[src/rtl/uart_rx_massiv_unpacker.sv]
// Snapshots the upstream UART RX massiv buffer (full or idle), pulses its clear, then streams packs on valid/ready.
// Optional: define UART_RX_UNPACKER_FULL_CNT_EN to add the OUT_FULL_EVENTS saturating full-snapshot counter.
module uart_rx_massiv_unpacker #(
    parameter int NUM_OF_DATA_BITS_IN_PACK = 8,
    parameter int RX_MASSIV_DEEP           = 2,
    parameter int RX_MASSIV_DEEP_LOG_2     = $clog2(RX_MASSIV_DEEP),
    parameter int TIMEOUT_CYCLES           = 64,
    parameter int CLEAR_PULSE_CYCLES       = 4
) (
    input  logic                                                IN_CLOCK,
    input  logic                                                IN_RESET,
    input  logic [NUM_OF_DATA_BITS_IN_PACK*RX_MASSIV_DEEP-1:0]  IN_RX_DATA_MASSIV,
    input  logic [RX_MASSIV_DEEP_LOG_2:0]                       IN_RX_NUM_OF_DATA_PACKS_READY,
    input  logic [RX_MASSIV_DEEP_LOG_2:0]                       IN_RX_ERROR,
    output logic                                                OUT_RX_CLEAR_BUFFER,
    output logic [NUM_OF_DATA_BITS_IN_PACK-1:0]                 OUT_DATA,
    output logic                                                OUT_VALID,
    input  logic                                                IN_READY,
    output logic                                                OUT_LAST,
    output logic                                                OUT_BURST_ERROR,
    output logic                                                OUT_BUSY
`ifdef UART_RX_UNPACKER_FULL_CNT_EN
    ,
    output logic [7:0]                                          OUT_FULL_EVENTS
`endif
);

    localparam int W       = NUM_OF_DATA_BITS_IN_PACK;
    localparam int CNT_W   = RX_MASSIV_DEEP_LOG_2 + 1;
    localparam int IDX_W   = (RX_MASSIV_DEEP_LOG_2 > 0) ? RX_MASSIV_DEEP_LOG_2 : 1;
    localparam int T_MAX   = (TIMEOUT_CYCLES > CLEAR_PULSE_CYCLES) ? TIMEOUT_CYCLES : CLEAR_PULSE_CYCLES;
    localparam int TIMER_W = $clog2(T_MAX + 1);

    localparam logic [CNT_W-1:0]   DEEP         = CNT_W'(RX_MASSIV_DEEP);
    localparam logic [CNT_W-1:0]   ONE          = CNT_W'(1);
    localparam logic [TIMER_W-1:0] TIMEOUT_LAST = TIMER_W'(TIMEOUT_CYCLES - 1);
    localparam logic [TIMER_W-1:0] PULSE_LAST   = TIMER_W'(CLEAR_PULSE_CYCLES - 1);

    localparam logic [2:0] S_IDLE  = 3'd0;
    localparam logic [2:0] S_WAIT  = 3'd1;
    localparam logic [2:0] S_SNAP  = 3'd2;
    localparam logic [2:0] S_CLEAR = 3'd3;
    localparam logic [2:0] S_SEND  = 3'd4;

    logic [2:0]         state;
    logic [CNT_W-1:0]   cnt;
    logic [CNT_W-1:0]   prev_cnt;
    logic [TIMER_W-1:0] timer;
    logic [W-1:0]       snap [RX_MASSIV_DEEP];
    logic [CNT_W-1:0]   n_q;
    logic               err_q;
    logic [IDX_W-1:0]   idx;
    logic [IDX_W-1:0]   idx_next;
    logic               clear_q;
    logic               valid_q;
    logic               last_q;
    logic               burst_q;

    // NOTE: every always_comb output gets a value on every path, so no latch is inferred.
    always_comb begin
        cnt      = (IN_RX_NUM_OF_DATA_PACKS_READY > DEEP) ? DEEP : IN_RX_NUM_OF_DATA_PACKS_READY;
        idx_next = idx + IDX_W'(1);
    end

    always_ff @(posedge IN_CLOCK) begin
        if (IN_RESET) begin
            state    <= S_IDLE;
            prev_cnt <= '0;
            timer    <= '0;
            n_q      <= '0;
            err_q    <= 1'b0;
            idx      <= '0;
            clear_q  <= 1'b0;
            valid_q  <= 1'b0;
            last_q   <= 1'b0;
            burst_q  <= 1'b0;
            // NOTE: the snapshot is a handful of flops, not a RAM, so clearing it on reset costs nothing structural.
            for (int k = 0; k < RX_MASSIV_DEEP; k++) snap[k] <= '0;
        end else begin
            case (state)
                S_IDLE: begin
                    if (cnt != '0) begin
                        state    <= S_WAIT;
                        prev_cnt <= cnt;
                        timer    <= '0;
                    end
                end
                S_WAIT: begin
                    if (cnt == '0) begin
                        state <= S_IDLE;
                    end else if (cnt == DEEP) begin
                        state <= S_SNAP;
                    end else if (cnt != prev_cnt) begin
                        prev_cnt <= cnt;
                        timer    <= '0;
                    end else if (timer == TIMEOUT_LAST) begin
                        state <= S_SNAP;
                    end else begin
                        timer <= timer + TIMER_W'(1);
                    end
                end
                S_SNAP: begin
                    for (int k = 0; k < RX_MASSIV_DEEP; k++) snap[k] <= IN_RX_DATA_MASSIV[k*W +: W];
                    n_q     <= cnt;
                    err_q   <= (IN_RX_ERROR != '0);
                    idx     <= '0;
                    timer   <= '0;
                    clear_q <= 1'b1;
                    state   <= S_CLEAR;
                end
                S_CLEAR: begin
                    if (clear_q) begin
                        if (timer == PULSE_LAST) clear_q <= 1'b0;
                        else                     timer   <= timer + TIMER_W'(1);
                    end else if (cnt == '0) begin
                        // An upstream count that vanished during SNAP leaves nothing to stream.
                        if (n_q == '0) begin
                            state <= S_IDLE;
                        end else begin
                            state   <= S_SEND;
                            valid_q <= 1'b1;
                            last_q  <= (n_q == ONE);
                            burst_q <= err_q;
                        end
                    end
                end
                S_SEND: begin
                    if (valid_q && IN_READY) begin
                        if (last_q) begin
                            valid_q <= 1'b0;
                            last_q  <= 1'b0;
                            burst_q <= 1'b0;
                            state   <= S_IDLE;
                        end else begin
                            idx    <= idx_next;
                            last_q <= (CNT_W'(idx_next) == n_q - ONE);
                        end
                    end
                end
                default: state <= S_IDLE;
            endcase
        end
    end

`ifdef UART_RX_UNPACKER_FULL_CNT_EN
    logic [7:0] full_events;

    always_ff @(posedge IN_CLOCK) begin
        if (IN_RESET)                                                  full_events <= '0;
        else if (state == S_SNAP && cnt == DEEP && full_events != 8'hFF) full_events <= full_events + 8'd1;
    end

    assign OUT_FULL_EVENTS = full_events;
`endif

    assign OUT_RX_CLEAR_BUFFER = clear_q;
    assign OUT_VALID           = valid_q;
    assign OUT_LAST            = last_q;
    assign OUT_BURST_ERROR     = burst_q;
    assign OUT_DATA            = valid_q ? snap[idx] : '0;
    assign OUT_BUSY            = (state != S_IDLE);

endmodule

[config.mk]
export PLATFORM = sky130hd
export DESIGN_NAME = uart_rx_massiv_unpacker
export DESIGN_NICKNAME = d
export VERILOG_FILES = /design/src/rtl/uart_rx_massiv_unpacker.sv
export SDC_FILE = /design/constraint.sdc
export NUM_CORES = 1
export LEC_CHECK = 0
export ABC_AREA = 1
export CORE_MARGIN = 5
export CORE_UTILIZATION = 52
export DETAILED_ROUTE_END_ITERATION = 16
export GPL_ROUTABILITY_DRIVEN = 1
export PLACE_DENSITY = 0.86
export REMOVE_ABC_BUFFERS = 1
export SETUP_SLACK_MARGIN = 0.3
export SYNTH_ARGS = -nofsm -noshare
export SYNTH_HDL_FRONTEND = slang
export SYNTH_SLANG_ARGS = --single-unit
export TNS_END_PERCENT = 5
[constraint.sdc]
create_clock -name IN_CLOCK -period 2.3 [get_ports IN_CLOCK]
set_clock_uncertainty 0.15 [all_clocks]
set_input_delay 0.46 -clock IN_CLOCK [delete_from_list [all_inputs] [get_ports IN_CLOCK]]
set_output_delay 0.46 -clock IN_CLOCK [all_outputs]
set_load 0.005 [all_outputs]
==> impl_metrics.py, run 1 <==
metrics = {
    "global_routing": {
        "grt_pass1_vias": 1666,
        "grt_overflow": 0,
        "antenna_found_initial": 0,
        "grt_pass1_wl_um": 7220,
        "grtUsageTotal": 0.175,
        "grt_max_degree": 20,
    },
    "layout": {
        "syn_to_final_growth_pct": 26.5,
        "layout-drive-gt1-share": 0.0966,
        "final_nets": 347,
        "fin_util": 0.686,
        "diodes": 0,
        "final_common_cell": "nor2_1",
        "instances_no_fill": 369,
        "layout_common_cells": "62 x nor2_1, 58 x nand2_1, 40 x inv_1",
    },
    "pwr": {
        "vdd_drop_max_uv": 499,
        "power_w": 0.00210,
        "leakagePower_nw": 1.17,
        "power_density_nw_per_um2": 829,
    },
    "floorplanning": {
        "die_height_um": 72.0,
        "dieArea_um2": 5190,
        "start_util": 0.542,
        "core_um2": 3690,
        "io_pins": 36,
        "row_count": 22,
        "die_w_um": 72.0,
    },
    "critical_path": {
        "path_class": "reg2out",
        "critPathArrivalTime_ns": 1.40,
        "endpoint_kind": "output port",
        "cp_max_fo": 9,
        "required_ns": 1.69,
        "critPathLaunchType": "register",
    },
    "clock_tree": {
        "cts_sinks": 37,
        "cts_made_buffers": 5,
        "root_buffer": "clkbuf_8",
        "cts_buffer_depth": 2,
        "htreeDepth": 2,
        "holdBufCountCts": 0,
        "clkLatencyLatePin_ns": 0.29,
        "tritoncts": "built",
        "clk_pin_slew_ns": 0.07,
    },
    "sta": {
        "rsz0062_at_grt": "yes",
        "maxSlewViolCount": 0,
        "setup_violations": 0,
        "fin_setup_tns_ns": 0,
        "fmaxAchievable_mhz": 497,
        "period_share": 0.874,
        "hold_viol_final": 0,
        "max_slew_margin": 0.725,
        "worst_slew_pin_slew_ns": 0.413,
        "setup_slack_ns": 0.289,
        "finalCriticalPeriod_ns": 2.01,
    },
    "logic_synthesis": {
        "synth-edff-count": 16,
        "ys_seq_area_frac": 0.450,
        "yosysUniqueCellTypes": 29,
        "synth_top_area_frac": 0.240,
        "synth_area_um2": 2000,
        "synth_seq_cells": 37,
        "yosysTopAreaCell": "edfxtp_1",
        "yosys_warnings": 0,
        "syn_area_per_cell_um2": 7.22,
        "ys.flop_type": "dfxtp_1",
        "syn-instance-count": 277,
        "synth_area_leaders": "edfxtp_1 24%, dfxtp_1 21%, nor2_1 12%",
        "async_reset_ff_frac": 0,
    },
    "flow_run": {
        "drv_cap": 0,
    },
    "detailed_routing": {
        "wl_um": 4110,
        "final_antenna_net_count": 0,
        "wl_per_cell_um": 11.1,
        "dr.pass1.iters": 4,
        "drtIter0Drc": 115,
        "via_count": 1766,
        "route.detailed.drc": 0,
        "drt-vias-per-instance": 4.79,
    },
    "placed_design": {
        "dp.cells": 361,
        "gp_congestion": 0.813,
        "io_buffers": 35,
        "place_ws_ns": 0.0706,
        "dp_hpwl_um": 3070,
    },
    "outcome": {
        "outcome": "finished clean",
    },
    "hold_path": {
        "min_path_type": "reg2reg",
    },
}
-- per-layer routing --
metal  GRT usage  wire (um)
met2       0.288       1820
met4      0.0626         58
met1       0.228       1940
met3      0.0374        297
met5           0          0
-- where the power goes --
group / leakage [nW] / internal [W] / total [W] / switching [W]
logic: 0.780 / 0.000291 / 0.000711 / 0.000420
registers: 0.342 / 0.000846 / 0.000953 / 0.000107
clock network: 0.0450 / 0.000210 / 0.000433 / 0.000223
-- layout make-up --
cell class	count	area [um^2]
Fill cell	325	1160
Timing Repair Buffer	40	389
Tap cell	48	60.1
Multi-Input combinational cell	193	921
Inverter	43	164
Clock inverter	2	10.0
Sequential cell	37	915
Clock buffer	6	72.6
-- synthesized netlist by cell type, drive strengths merged, types with 2 or more instances --
master / n
a21oi: 8
nand4: 2
ha: 4
dfxtp: 21
nand3: 29
o21ai: 11
nand2: 59
clkbuf: 2
inv: 43
edfxtp: 16
buf: 2
nor3: 3
nor2: 67
o22ai: 3
-- worst paths after layout --
kind	startpoint	to	slack (ns)	cells after the start
worst max register to register	timer[0]	timer[1]	0.56	7
worst max-delay path	register	OUT_DATA[0]	0.29	4
worst min register to register	OUT_BURST_ERROR	OUT_BURST_ERROR	0.31	2
worst min-delay path	OUT_BURST_ERROR	OUT_BURST_ERROR	0.31	2
-- cell families after synthesis --
kind of cell,Yosys count,synth area share
and+or+nand+nor,164,0.365
buffers and inverters,47,0.0907
DFF,37,0.450
AOI/OAI and AO/OA,23,0.0607
adders and majority gates,4,0.0250
xor gates and xnor gates,2,0.00876
-- critical path, stage by stage, from the launching register on --
cell	delay [ns]
dfxtp_4	0.38
inv_4	0.09
nor2_1	0.05
nor2_1	0.09
clkdlybuf4s50_1	0.50
-- sequential cells by signal, summed over array words and instances, names as in the netlist, named ones only --
register             cells
err_q                    1
idx                      1
OUT_BURST_ERROR          1
OUT_VALID                1
OUT_LAST                 1
state                    3
OUT_RX_CLEAR_BUFFER      1
timer                    7
prev_cnt                 2
snap                    16
n_q                      2
-- what timing repair did --
item | CTS | global route
resized for setup | 10 | 3
setup buffers | 0 | 0
endpoints found under the setup margin | 9 | 20
gates cloned | 0 | 0
-- stage by stage --
step                area, um^2  hold WS, ns
floorplan                 1980        0.297
finish                    2530        0.313
CTS                       2520        0.313
global route              2530        0.329
global placement          2430        0.298
detailed placement        2430        0.304
No activity file was read; power rests on OpenSTA's default activity.
==> run 2, diff against run 1 <==
REMOVE_ABC_BUFFERS = default   (was 1)
==> run 2 against run 1 <==
  * Non-clock buffer count decreased by 1
  * Critical endpoint is now OUT_BUSY
  * Worst setup slack got worse by 0.038 ns
  * Core utilization increased by 1.4 points
  * Flip-flop and latch count unchanged
  * Cell area increased by 2.0%
  * Wire length increased by 5.7%
  * Global-route usage increased by 0.35 points
  * Combinational power increased by 1%
  * First-iteration DRC count decreased by 0.87%
  * Via count increased by 3.5%
==> impl_metrics.py, run 2 (synthesized netlist as in run 1, its figures left out) <==
metrics = {
    "detailed_routing": {
        "route.detailed.drc": 0,
        "wl_per_cell_um": 11.8,
        "drt-vias-per-instance": 4.97,
        "final_antenna_net_count": 0,
        "dr.pass1.iters": 4,
        "drtIter0Drc": 114,
        "via_count": 1828,
        "wl_um": 4350,
    },
    "global_routing": {
        "grt_pass1_vias": 1696,
        "grt_pass1_wl_um": 7310,
        "grt_max_degree": 20,
        "grt_overflow": 0,
        "grtUsageTotal": 0.179,
        "antenna_found_initial": 0,
    },
    "critical_path": {
        "cp_num_cells": 3,
        "path_delay_family": "buffers and inverters",
        "path_class": "reg2out",
        "critPathBufInv": 2,
        "critPathMaxStageDelay_ns": 0.50,
        "required_ns": 1.69,
        "critPathLaunchType": "register",
        "endpoint_kind": "output port",
        "r2r_cells": 7,
        "cp_max_fo": 6,
        "cp_slowest_cell": "clkdlybuf4s50_1",
        "path_cells": "inv_2 -> nand2_1 -> clkdlybuf4s50_1",
        "critPathArrivalTime_ns": 1.44,
    },
    "placed_design": {
        "dp_hpwl_um": 3190,
        "gp_congestion": 0.894,
        "io_buffers": 35,
    },
    "clock_tree": {
        "clkLatencyLatePin_ns": 0.29,
        "root_buffer": "clkbuf_8",
        "clk_pin_slew_ns": 0.07,
        "tritoncts": "built",
        "holdBufCountCts": 0,
        "cts_made_buffers": 5,
        "cts_sinks": 37,
        "htreeDepth": 2,
        "cts_buffer_depth": 2,
    },
    "layout": {
        "layout_common_cells": "63 x nor2_1, 58 x nand2_1, 40 x inv_1",
        "fillCellCount": 300,
        "syn_to_final_growth_pct": 29.0,
        "top_register": "snap",
        "final_nets": 346,
        "layout-drive-gt1-share": 0.0875,
        "final_common_cell": "nor2_1",
        "largest_reg_flops": 16,
        "top_regs": "snap x16, timer x7, state x3",
        "diodes": 0,
    },
    "sta": {
        "maxSlewViolCount": 0,
        "finalCriticalPeriod_ns": 2.05,
        "rsz0062_at_grt": "yes",
        "fmaxAchievable_mhz": 488,
        "max_slew_margin": 0.717,
        "hold_viol_final": 0,
        "period_share": 0.891,
        "fin_setup_tns_ns": 0,
        "setup_violations": 0,
        "worst_slew_pin_slew_ns": 0.425,
    },
    "pwr": {
        "vdd_drop_max_uv": 565,
        "power_density_nw_per_um2": 906,
        "p_clk_frac": 0.286,
        "power_w": 0.00234,
        "leakagePower_nw": 1.19,
        "pwr-share-seq": 0.406,
        "combPwrFrac": 0.308,
        "netSwitchingPower_w": 0.000770,
        "intPower_w": 0.00157,
        "switching_share": 0.329,
    },
    "floorplanning": {
        "dieArea_um2": 5190,
        "start_util": 0.542,
        "core_um2": 3690,
        "io_pins": 36,
        "row_count": 22,
        "die_height_um": 72.0,
        "die_w_um": 72.0,
    },
    "hold_path": {
        "min_path_type": "reg2reg",
        "holdPathStages": 2,
    },
    "logic_synthesis": {
        "synth_nets": 304,
    },
    "outcome": {
        "outcome": "finished clean",
    },
    "flow_run": {
        "drv_cap": 0,
    },
}
## run 2: cell count changes in the layout (fill, tap and decap cells not counted), sizes merged
cell	change
clkinv	-1
dlygate4sd2	-1
clkdlybuf4s50	+1
buf	-1
clkbuf	-1
bufinv	+2
## run 2: what timing repair did
| item | in CTS | in global routing |
|---|---|---|
| resized for setup | 7 | 1 |
| setup buffers | 1 | 0 |
| endpoints found under the setup margin | 10 | 17 |
## run 2: layer usage
layer	vias up	track usage	wire (um)
met5	-	0	0
li1	961	-	-
met4	0	0.0647	50
met3	6	0.0526	329
met1	801	0.221	1950
met2	60	0.296	2020
## run 2: final timing paths
path | start | end | slack [ns]
worst max-delay path | state[1] | OUT_BUSY | 0.25
worst min-delay path | OUT_BURST_ERROR | OUT_BURST_ERROR | 0.32
worst max register to register | timer[0] | timer[1] | 0.52
worst min register to register | OUT_BURST_ERROR | OUT_BURST_ERROR | 0.32
## run 2: area by class of cell
cell class / count / area (um^2) / area share
multi-input cells: 193 / 918 / 0.356
flip-flops and latches: 37 / 910 / 0.352
repair buffers: 39 / 395 / 0.153
inverters: 43 / 164 / 0.0635
clock buffers: 5 / 68.8 / 0.0267
clock inverters: 3 / 65.1 / 0.0252
well taps: 48 / 60.1 / 0.0233
## run 2: per-stage QoR
stage / hold slack (ns) / setup WS [ns] / utilization / instances / cell area (um^2)
global route: 0.327 / 0.166 / 0.700 / 368 / 2580
CTS: 0.314 / 0.239 / 0.699 / 368 / 2580
finish: 0.323 / 0.251 / 0.700 / 368 / 2580
global placement: 0.302 / 0.127 / 0.658 / 359 / 2430
detailed placement: 0.302 / 0.0793 / 0.658 / 359 / 2430
floorplan: 0.297 / 0.712 / - / 277 / 2000
## run 2: power by group through the flow
stage | combinational, W | sequential [W] | clock [W]
finish | 0.000721 | 0.000950 | 0.000669
floorplan | 0.000511 | 0.000932 | 0
global placement | 0.000689 | 0.000952 | 0
detailed placement | 0.000709 | 0.000960 | 0
CTS | 0.000722 | 0.000950 | 0.000677
global route | 0.000813 | 0.000972 | 0.000704
## run 2: worst reg2reg max path, delay by kind of cell, from the launching register on
kind	cells	cell delay, ns
flip-flops	1	0.40
adder cells (fa/ha/maj)	1	0.19
AND/OR/NAND/NOR	6	0.93
==> run 3, diff against run 2 <==
CTS_CLUSTER_DIAMETER = 100   (was default)
SLEW_MARGIN = 40   (was default)
==> results of run 3 <==
Final layout, timing and power as in run 2 (identical DEF).
